[src/rtl/clk_phase_sched_pkg.sv]
// Shared types for the multi-channel divided-clock scheduler.
// Config fields are CFG_W bits wide; the top-level W should match.
package clk_phase_sched_pkg;

    localparam int CFG_W          = 8;
    localparam int CFG_BITS       = 3 * CFG_W;
    localparam int RST_PERIOD_DEF = 2;
    localparam int RST_HIGH_DEF   = 1;

    typedef enum logic {
        IDLE = 1'b0,
        RUN  = 1'b1
    } state_t;

    typedef struct packed {
        logic [CFG_W-1:0] period;
        logic [CFG_W-1:0] high;
        logic [CFG_W-1:0] phase;
    } cfg_t;

    function automatic cfg_t make_rst_cfg(input int p, input int h);
        cfg_t c;
        c.period = CFG_W'(p);
        c.high   = CFG_W'(h);
        c.phase  = '0;
        return c;
    endfunction

    localparam cfg_t DEF_CFG = make_rst_cfg(RST_PERIOD_DEF, RST_HIGH_DEF);

endpackage

[src/rtl/clk_phase_sched_channel.sv]
// One divided-clock channel: active/shadow config, phase delay,
// period counter and registered waveform/rise outputs.
module clk_phase_channel
    import clk_phase_sched_pkg::*;
#(
    parameter int RST_PERIOD = RST_PERIOD_DEF,
    parameter int RST_HIGH   = RST_HIGH_DEF
) (
    input  logic                clk,
    input  logic                rst_n,
    input  logic                run_i,
    input  logic                go_i,
    input  logic                halt_i,
    input  logic                wr_i,
    input  logic [CFG_BITS-1:0] wcfg_i,
    output logic                pend_o,
    output logic                div_o,
    output logic                rise_o
);

    localparam cfg_t RST_CFG = make_rst_cfg(RST_PERIOD, RST_HIGH);

    cfg_t             act_q;
    cfg_t             shd_q;
    cfg_t             wcfg;
    cfg_t             eff;
    cfg_t             nxt;
    logic             pend_q;
    logic             div_q;
    logic             rise_q;
    logic [CFG_W-1:0] ph_q;
    logic [CFG_W-1:0] cnt_q;
    logic [CFG_W-1:0] cnt_inc;
    logic             in_delay;
    logic             at_wrap;
    logic             boundary;

    assign wcfg     = cfg_t'(wcfg_i);
    // config seen by a start; a same-cycle write wins
    assign eff      = wr_i ? wcfg : act_q;
    // config that takes over at the next period boundary
    assign nxt      = pend_q ? shd_q : act_q;
    assign cnt_inc  = cnt_q + 1'b1;
    assign in_delay = ph_q != '0;
    assign at_wrap  = cnt_q == (act_q.period - 1'b1);
    // boundary: last delay cycle, or last cycle of a period
    assign boundary = in_delay ? (ph_q == CFG_W'(1)) : at_wrap;

    // config shadowing, phase/period counting and waveform generation
    always_ff @(posedge clk or negedge rst_n) begin
        if (!rst_n) begin
            act_q  <= RST_CFG;
            shd_q  <= RST_CFG;
            pend_q <= 1'b0;
            ph_q   <= '0;
            cnt_q  <= '0;
            div_q  <= 1'b0;
            rise_q <= 1'b0;
        end else if (halt_i) begin
            act_q  <= wr_i ? wcfg : nxt;
            pend_q <= 1'b0;
            ph_q   <= '0;
            cnt_q  <= '0;
            div_q  <= 1'b0;
            rise_q <= 1'b0;
        end else if (run_i) begin
            if (wr_i) begin
                shd_q  <= wcfg;
                pend_q <= 1'b1;
            end
            if (boundary) begin
                cnt_q  <= '0;
                div_q  <= nxt.high != '0;
                rise_q <= nxt.high != '0;
                if (pend_q) begin
                    act_q  <= shd_q;
                    pend_q <= 1'b0;
                end
            end else if (in_delay) begin
                div_q  <= 1'b0;
                rise_q <= 1'b0;
            end else begin
                cnt_q  <= cnt_inc;
                div_q  <= cnt_inc < act_q.high;
                rise_q <= 1'b0;
            end
            if (in_delay) begin
                ph_q <= ph_q - 1'b1;
            end
        end else begin
            if (wr_i) begin
                act_q <= wcfg;
            end
            if (go_i) begin
                ph_q   <= eff.phase;
                cnt_q  <= '0;
                div_q  <= (eff.phase == '0) && (eff.high != '0);
                rise_q <= (eff.phase == '0) && (eff.high != '0);
            end else begin
                div_q  <= 1'b0;
                rise_q <= 1'b0;
            end
        end
    end

    assign pend_o = pend_q;
    assign div_o  = div_q;
    assign rise_o = rise_q;

endmodule

[src/rtl/clk_phase_scheduler.sv]
// Multi-channel phase-aligned divided-clock generator: run/stop FSM,
// config decode and legality check, per-channel generators.
module clk_phase_scheduler
    import clk_phase_sched_pkg::*;
#(
    parameter int NCH        = 4,
    parameter int W          = CFG_W,
    parameter int RST_PERIOD = RST_PERIOD_DEF,
    parameter int RST_HIGH   = RST_HIGH_DEF,
    localparam int CHW       = (NCH > 1) ? $clog2(NCH) : 1
) (
    input  logic           clk,
    input  logic           rst_n,
    input  logic           start,
    input  logic           stop,
    input  logic           cfg_valid,
    output logic           cfg_ready,
    input  logic [CHW-1:0] cfg_ch,
    input  logic [W-1:0]   cfg_period,
    input  logic [W-1:0]   cfg_high,
    input  logic [W-1:0]   cfg_phase,
    output logic           cfg_err,
    output logic           running,
    output logic [NCH-1:0] div_out,
    output logic [NCH-1:0] rise
);

    logic [1:0]     rsync_q;
    logic           rst_int_n;
    state_t         state_q;
    logic           running_q;
    logic           err_q;
    logic           run_st;
    logic           go;
    logic           halt;
    logic           legal;
    logic           busy;
    logic           wr_en;
    logic [NCH-1:0] pend_vec;
    cfg_t           wcfg;

    // reset asserts asynchronously, releases two clocks later
    always_ff @(posedge clk or negedge rst_n) begin
        if (!rst_n) begin
            rsync_q <= 2'b00;
        end else begin
            rsync_q <= {rsync_q[0], 1'b1};
        end
    end

    assign rst_int_n = rsync_q[1];

    assign run_st = state_q == RUN;
    // stop beats a same-cycle start in IDLE
    assign go     = !run_st && start && !stop;
    assign halt   = run_st && stop;

    assign legal = (cfg_period != '0) && (cfg_high <= cfg_period);
    // one outstanding runtime update per channel
    assign busy  = run_st && pend_vec[cfg_ch];
    // illegal writes are always taken (and dropped)
    assign cfg_ready = !busy || !legal;
    assign wr_en     = cfg_valid && legal && !busy;

    assign wcfg = '{
        period: CFG_W'(cfg_period),
        high:   CFG_W'(cfg_high),
        phase:  CFG_W'(cfg_phase)
    };

    // run/stop sequencing with registered running flag
    always_ff @(posedge clk or negedge rst_int_n) begin
        if (!rst_int_n) begin
            state_q   <= IDLE;
            running_q <= 1'b0;
        end else begin
            case (state_q)
                IDLE: begin
                    if (go) begin
                        state_q   <= RUN;
                        running_q <= 1'b1;
                    end
                end
                RUN: begin
                    if (stop) begin
                        state_q   <= IDLE;
                        running_q <= 1'b0;
                    end
                end
            endcase
        end
    end

    // error pulse the cycle after an illegal write
    always_ff @(posedge clk or negedge rst_int_n) begin
        if (!rst_int_n) begin
            err_q <= 1'b0;
        end else begin
            err_q <= cfg_valid && !legal;
        end
    end

    for (genvar i = 0; i < NCH; i++) begin : g_ch
        clk_phase_channel #(
            .RST_PERIOD(RST_PERIOD),
            .RST_HIGH  (RST_HIGH)
        ) u_ch (
            .clk   (clk),
            .rst_n (rst_int_n),
            .run_i (run_st),
            .go_i  (go),
            .halt_i(halt),
            .wr_i  (wr_en && (cfg_ch == CHW'(i))),
            .wcfg_i(wcfg),
            .pend_o(pend_vec[i]),
            .div_o (div_out[i]),
            .rise_o(rise[i])
        );
    end

    assign cfg_err = err_q;
    assign running = running_q;

endmodule

[config.mk]
export PLATFORM = sky130hd
export DESIGN_NAME = clk_phase_scheduler
export DESIGN_NICKNAME = d
export VERILOG_FILES = /design/src/rtl/clk_phase_sched_pkg.sv /design/src/rtl/clk_phase_sched_channel.sv /design/src/rtl/clk_phase_scheduler.sv
export SDC_FILE = /design/constraint.sdc
export NUM_CORES = 1
export LEC_CHECK = 0
export ABC_AREA = 1
export CORE_MARGIN = 5
export CORE_UTILIZATION = 45
export DETAILED_ROUTE_END_ITERATION = 10
export DONT_BUFFER_PORTS = 1
export PLACE_DENSITY = 0.72
export SYNTH_ARGS = -nofsm -noshare
export SYNTH_HDL_FRONTEND = slang
export SYNTH_HIERARCHICAL = 1
export SYNTH_SLANG_ARGS = --single-unit
[constraint.sdc]
create_clock -name clk -period 9.4 [get_ports clk]
set_clock_uncertainty 0.15 [all_clocks]
set_input_delay 1.88 -clock clk [delete_from_list [all_inputs] [get_ports clk]]
set_output_delay 1.88 -clock clk [all_outputs]
set_load 0.01 [all_outputs]
Yosys cells after proc, flatten, opt, wreduce, memory -nomap -nowiden
Cells that the tools add are included.
{"block": "totals", "ff_bits": 273, "out_inout_bits": 11}
{"block": "classes", "addsub": 12, "magnitude_cmp": 6, "eq_ne": 25, "n_mux": 121, "bitwise_logic": 2, "n_reduce_logical": 62}
{"cell": "$mux 24", "count": 24}
{"cell": "$mux 8", "count": 33}
{"cell": "$reduce_bool 8->1", "count": 13}
{"cell": "$sub 8x1->8 const B", "count": 8}
{"cell": "$mux 1", "count": 61}
{"cell": "$add 8x1->8 const B", "count": 4}
{"cell": "$eq 8x1->1 const B", "count": 4}
{"cell": "$eq 8x8->1", "count": 4}
{"cell": "$logic_not 8->1", "count": 4}
{"cell": "$lt 8x8->1", "count": 4}
{"cell": "$reduce_and 2->1", "count": 13}
{"cell": "$ne 3x1->1 const B", "count": 8}
{"cell": "$logic_and 1x1->1", "count": 16}
{"cell": "$reduce_bool 3->1", "count": 5}
{"cell": "$ne 4x4->1 const B", "count": 3}
{"cell": "$reduce_and 3->1", "count": 4}
{"cell": "$le 8x8->1", "count": 1}
{"cell": "$eq 2x2->1 const B", "count": 2}
{"cell": "$logic_not 1->1", "count": 4}
{"cell": "$ne 4x3->1 const B", "count": 1}
{"cell": "$pmux 1 s2", "count": 2}
{"cell": "$lt 2x3->1 const B", "count": 1}
{"cell": "$bmux 1 s2", "count": 1}
{"cell": "$eq 2x1->1 const B", "count": 1}
{"cell": "6 further kinds", "count": 7}

Logic depth before layout (Yosys ltp)
Gate-level depths: netlist of run 1.
{"block": "logic_depth", "depth_word": 12, "mapped_depth": 23, "depth_no_buf": 21}

By module
The synthesis of run 1 kept the hierarchy.
{"mod": "clk_phase_channel at g_ch[0].u_ch ...", "instances": 2, "cells_each": 580, "area_each_um2": 4459.3}
{"mod": "clk_phase_channel at g_ch[2].u_ch", "instances": 1, "cells_each": 581, "area_each_um2": 4503.1}
{"mod": "clk_phase_channel at g_ch[3].u_ch", "instances": 1, "cells_each": 579, "area_each_um2": 4444.3}
{"mod": "clk_phase_scheduler", "instances": 1, "cells_each": 76, "area_each_um2": 501.7}

Worst setup path after synthesis of run 1
OpenSTA, ideal clock, no wires.
{"block": "synth_timing", "kind": "input -> output", "start": "input port cfg_period[7]", "end": "output port cfg_ready", "arrival_time_ns": 2.694, "path_slack_ns": 4.676, "cell_stages": 7, "n_path_buf": 0, "path_cell_list": "inv_1 -> ha_1 -> a21o_1 -> nor2_1 -> nand2_1 -> nand2_2 -> nand4_1"}
{"block": "synth_via", "elab_chain_cells": 4, "elab_cells_between_ends": 5}
{"item": "start: declaration", "line_no": "clk_phase_scheduler.sv:19", "text": "input logic [W-1:0] cfg_period,"}
{"item": "$le 8x8->1 / $reduce_bool 8->1 (equally long branches)", "line_no": "clk_phase_scheduler.sv:58", "text": "assign legal = (cfg_period != '0) && (cfg_high <= cfg_period);"}
{"item": "$logic_and 1x1->1 *", "line_no": "clk_phase_scheduler.sv:58"}
{"item": "$logic_not 1->1 *", "line_no": "clk_phase_scheduler.sv:62", "text": "assign cfg_ready = !busy || !legal;"}
{"item": "$logic_or 1x1->1 *", "line_no": "clk_phase_scheduler.sv:62"}
{"item": "end: declaration", "line_no": "clk_phase_scheduler.sv:17", "text": "output logic cfg_ready,"}
Mark *: on every way between the ends. The rest lies on a longest branch, timed or not.

Worst setup path in the final report of run 1
Ends and elaborated chain as after synthesis.

==> results of run 1 <==
## flip-flops by register name, indices dropped and copies added, names as in the netlist
signal / flops
running: 1
g_ch.u_ch/div_o: 4
cfg_err: 1
run_st: 1
rsync_q: 2
g_ch.u_ch/cnt_q: 32
g_ch.u_ch/ph_q: 32
g_ch.u_ch/shd_q: 96
g_ch.u_ch/rise_o: 4
g_ch.u_ch/pend_o: 4
g_ch.u_ch/act_q: 96
## report_power, final
part,internal [mW],switching (mW),total [mW]
clock network,0.802,0.524,1.33
logic,0.770,1.35,2.12
registers,1.54,0.221,1.76
## worst paths after layout
kind	start	end	slack, ps
hold / removal	rsync_q[1]	g_ch[0].u_ch/ph_q[7]	180
setup / recovery	cfg_period[7]	cfg_ready	4370
min in group clk	rsync_q[0]	rsync_q[1]	200
max in group asynchronous	rsync_q[1]	g_ch[2].u_ch/ph_q[4]	6580
setup reg to reg	run_st	g_ch[3].u_ch/ph_q[7]	5370
hold reg to reg	rsync_q[1]	g_ch[0].u_ch/ph_q[7]	180
## critical path: stages
cell	delay (ps)
inv_1	20
ha_1	290
nand2_1	70
nor2_1	150
nand4_1	110
nand2_2	150
nand4_1	310
## cell type report
| class | count | area [sq um] | area share (%) |
|---|---|---|---|
| timing repair buffer | 15 | 113 | 0.571 |
| sequential | 273 | 6860 | 34.7 |
| inverter | 299 | 1120 | 5.69 |
| multi-input combinational | 1723 | 9830 | 49.8 |
| tap | 532 | 666 | 3.37 |
| clock buffer | 57 | 1100 | 5.57 |
| clock inverter | 7 | 53.8 | 0.273 |
## layout by cell type (no fill, tap or decap), types with 6 or more instances in the layout
cell type    n
mux2i_1      8
clkbuf_16   36
ha_1        52
clkinv_1    10
nor2_4      10
o21bai_1     6
o21ai_0    239
inv_1      254
nor2_2      27
o22ai_1     22
mux2_2      40
o21ai_1     13
nand3b_1    10
o32ai_1     32
xnor2_1      6
or2_2       11
xor2_1      37
dfstp_2     16
o21a_1      30
dfrtp_1    255
clkbuf_1     9
nand3_4      6
nor3_1       9
buf_4       15
mux2_1      10
o21ai_2     68
a21oi_1     65
nand2_1    612
nand3_1     97
nand2_2     46
inv_2       35
nand4_1     48
nor2_1     117
nor4_1       8
nand3_2     20
o221ai_1    48
clkbuf_8    12
## cells by family after synthesis
group | count (synthesis) | synth area share, %
muxes | 58 | 3.50
AOI/OAI and AO/OA | 541 | 18.7
and+or+nand+nor | 1027 | 25.5
DFF | 273 | 37.3
buffers and inverters | 400 | 9.28
xor gates and xnor gates | 44 | 2.14
other | 1 | 0.0204
adders and majority gates | 52 | 3.54
## metrics by stage
step | utilization (%) | setup WS [ps] | power (mW) | std cells
after global placement | 45.7 | 4400 | 3.76 | 2842
after CTS | 48.6 | 4390 | 5.21 | 2906
after global routing | 48.6 | 4310 | 5.61 | 2906
after detailed placement | 45.7 | 4390 | 3.86 | 2842
after floorplan | - | 1110 | 3.43 | 2396
final | 48.6 | 4370 | 5.21 | 2906
## metal layers
metal  up-vias  track usage (%)  share of wire (%)
met5         -                0                  0
met3       117             3.51                6.4
li1       7919                -                  -
met1      7828             29.2                 43
met2       557             36.0                 46
met4         0             9.28                4.4
==> metrics, run 1 <==
yosys warns=6; TritonCTS Buffers=35; vias=16400; CTS tree=done; Final Hold Viols=0; Seq/Total Area, Yosys=37.3%; # IOs=42; leakage power=9.41 nW; final net count=2430; CTS root buf=clkbuf_16; antenna violation net count after detailed routing=0; FF+latch count, synth=273; Min-Delay Path Class=reg2async; Crit path required time=7370 ps; # hold bufs at CTS=0; number of synthesized flops with an enable pin=0; dpl hpwl=34900 um; Die Y=212 um; final setup fails=0; top cells by area, synth=dfrtp_1, nand2_1, o21ai_0, inv_1, ha_1; Avg WL per Cell=17.3 um; setup_tns=0 ps; clock-pin transition on the worst setup and hold timing paths=50 ps; cell taking the most area after synthesis=dfrtp_1; Post-CTS Setup Inserts=0; Slew headroom=31.2%; Die Span X=212 um; Core Box Area=40600 sq um; vias in the first global route=15700; GP Congestion=0.899; Filler cells=3799; RSZ-0062 raised after global routing=false; critical path peak fanout=6; initial core utilization=45.2%; H-tree Lvls=2; Worst-Skew Late Latency=530 ps; Site Rows=74; fin crit share=53.5%; synthesized area=18400 sq um; Worst Path Arrival=3000 ps; DR iter-0 viols=1297; routed vias/inst=5.65; number of I/O port buffers=0; status=finished clean; Achievable Freq=199 MHz; ys flop type=dfrtp_1; ys async rst share=100%; Worst setup EP type=output pin; Avg Inst Size Synth=7.67 sq um; Antenna diodes=0; max-cap violation count=0; Worst-Margin Slew=1030 ps; Layout area overhead=7.45%; CTS resizes=0; antenna violations before repair=0; Max IR drop VDD=0.154 mV; most frequent cell after synthesis=nand2_1; Mapped Nets=2479; layout cell share with drive strength beyond 1=15.1%; post-route cell area=19700 sq um; DRC violations left=0; hold_ws=179 ps; CP Launch Type=input port; Post-Route WL=50300 um; Cell Pwr Density=264 nW/um^2; most instantiated cells after synthesis=nand2_1, dfrtp_1, inv_1; DP Area=18600 sq um; Post-Syn Instances=2396; synth unique cells=52; Worst Reg2Reg Path Length in Cells=11; router iterations before antenna repair=6; largest net degree at the start of global routing=80; Synth top area share=35.0%; grt ovf=0; Clock Sink Count=273; Global Route Usage Sum=22.0%; first-pass GRT wire length=81800 um; worst-case clock buffer depth=3; die area=45000 sq um; critical path class=in2out; Final Max Tran Viols=0; minimum clock period=5030 ps
Note: power is estimated with default switching activity, not from simulation.
==> run 2, diff against run 1 <==
==> constraint.sdc (replaced) <==
create_clock -name clk -period 4.81 [get_ports clk]
set_clock_uncertainty 0.15 [all_clocks]
set_input_delay 0.962 -clock clk [delete_from_list [all_inputs] [get_ports clk]]
set_output_delay 0.962 -clock clk [all_outputs]
set_load 0.01 [all_outputs]
==> run 2 against run 1 <==
Effect of this change:
- setup slack worse by 2800 ps
- via count is 0.75% lower
- global-route usage is 0.28 points higher
- final area hardly changed
- combinational power is 96% higher
- die area stayed put
- cell count is 0.14% higher
- sequential power is 95% higher
- highest routed layer unchanged
==> metrics, run 2 (synthesis gave the netlist of run 1 again) <==
number of I/O port buffers=0; Worst setup EP type=register; RSZ-0062 raised after global routing=false; Crit path required time=5060 ps; antenna violation net count after detailed routing=0; Combinational Power Share=41.3%; critical path peak fanout=18; CTS tree=done; vias in the first global route=15300; post-route cell area=19700 sq um; Worst-Skew Late Latency=590 ps; slowest stage cell on the critical path=o21ai_1; post-layout instance count excluding filler cells=2910; Worst-Margin Slew=1030 ps; layout cell share with drive strength beyond 1=15.2%; fin crit share=66.9%; Worst Path Arrival=3460 ps; Min-Delay Path Class=reg2reg; Site Rows=74; Max IR drop VDD=0.323 mV; # IOs=42; clock share of power=24.6%; Avg WL per Cell=17.4 um; first-pass GRT wire length=82200 um; status=finished clean; Global Route Usage Sum=22.3%; switching pwr=4.04 mW; dpl cells=2851; Post-Route Utilization=48.6%; Cell Pwr Density=509 nW/um^2; CP delay by family, top=buffers and inverters; clock-pin transition on the worst setup and hold timing paths=60 ps; Setup WS post-layout=1590 ps; critical path class=reg2reg; grt ovf=0; commonest cells after routing, fill and taps aside=nand2_1, dfrtp_1, inv_1; H-tree Lvls=1; Layout area overhead=7.47%; largest net degree at the start of global routing=117; CTS resizes=0; TritonCTS Buffers=31; max-cap violation count=0; Slew headroom=31.3%; Final Hold Viols=0; final setup fails=0; routed vias/inst=5.60; initial core utilization=45.2%; router iterations before antenna repair=5; final net count=2436; Clock Sink Count=273; Crit path largest cell delay=760 ps; CP Launch Type=register; Filler cells=3845; hold_ws=203 ps; DP Area=18700 sq um; DRC violations left=0; DR iter-0 viols=1416; antenna violations before repair=0; Antenna diodes=0; commonest non-fill, non-tap cell in the layout=nand2_1; vias=16300; leakage power=9.42 nW; Internal Pwr Total=6.01 mW; die area=45000 sq um; Post-Route WL=50600 um; leading registers by flop count=g_ch.u_ch/act_q x96, g_ch.u_ch/shd_q x96; minimum clock period=3220 ps; CTS root buf=clkbuf_16; Die Y=212 um; Final Max Tran Viols=0; dpl hpwl=35500 um; Achievable Freq=311 MHz; Core Box Area=40600 sq um; GP Congestion=0.877; Die Span X=212 um; setup_tns=0 ps; Setup WS pre-CTS=1030 ps; Power Total=10.1 mW; critical path, cell by cell=nand2_1 > inv_1 > buf_4 > nor2_2 > inv_1 > buf_4 > o21ai_1 > o21ai_0; Buf+Inv Stages, Crit Path=4; Net Sw Frac=40.2%; sequential power share=34.1%; worst-case clock buffer depth=3
==> run 2: changes by cell type in the layout (fill, tap and decap cells not counted) <==
cell and change:
clkbuf_8 -2, dlygate4sd3_1 +1, inv_6 -1, buf_4 +8
buf_12 +1, clkbuf_16 -5, bufinv_16 +3, clkinv_8 -1
==> run 2: cell type report <==
type	count	area, sq um	share of cell area, %
Sequential cell	273	6860	34.7
Multi-Input combinational cell	1723	9830	49.8
Clock inverter	8	119	0.602
Timing Repair Buffer	25	203	1.03
Tap cell	532	666	3.37
Clock buffer	50	947	4.80
Inverter	299	1120	5.69
==> run 2: path summary, 6_finish.rpt <==
path	slack [ps]	to	depth (start not counted)	startpoint
max in group asynchronous	2950	run_st	1	rsync_q[1]
worst min register to register	200	rsync_q[1]	0	rsync_q[0]
worst max-delay path	1590	g_ch[3].u_ch/cnt_q[1]	8	run_st
worst min-delay path	200	rsync_q[1]	0	rsync_q[0]
worst max register to register	1590	g_ch[3].u_ch/cnt_q[1]	8	run_st
min in group asynchronous	300	g_ch[0].u_ch/shd_q[6]	0	rsync_q[1]
==> run 2: power groups by stage <==
stage	logic [mW]	clock network, mW	registers [mW]
finish	4.15	2.47	3.43
global route	4.74	2.64	3.51
CTS	4.12	2.53	3.42
detailed placement	4.09	0	3.45
global placement	3.96	0	3.43
floorplan	3.34	0	3.35
==> run 2: repair_timing <==
item | in CTS | in global routing
hold endpoints to repair | 2 | 0
buffers inserted | 0 | 0
hold buffers | 1 | 0
==> run 2: routing by layer <==
layer  wire length (um)  track usage (%)  share of wire, %
met1              22300             31.2                44
met2              23200             35.7                46
met3               3170             3.10               6.3
met4               1790             7.71               3.5
met5                  0                0                 0
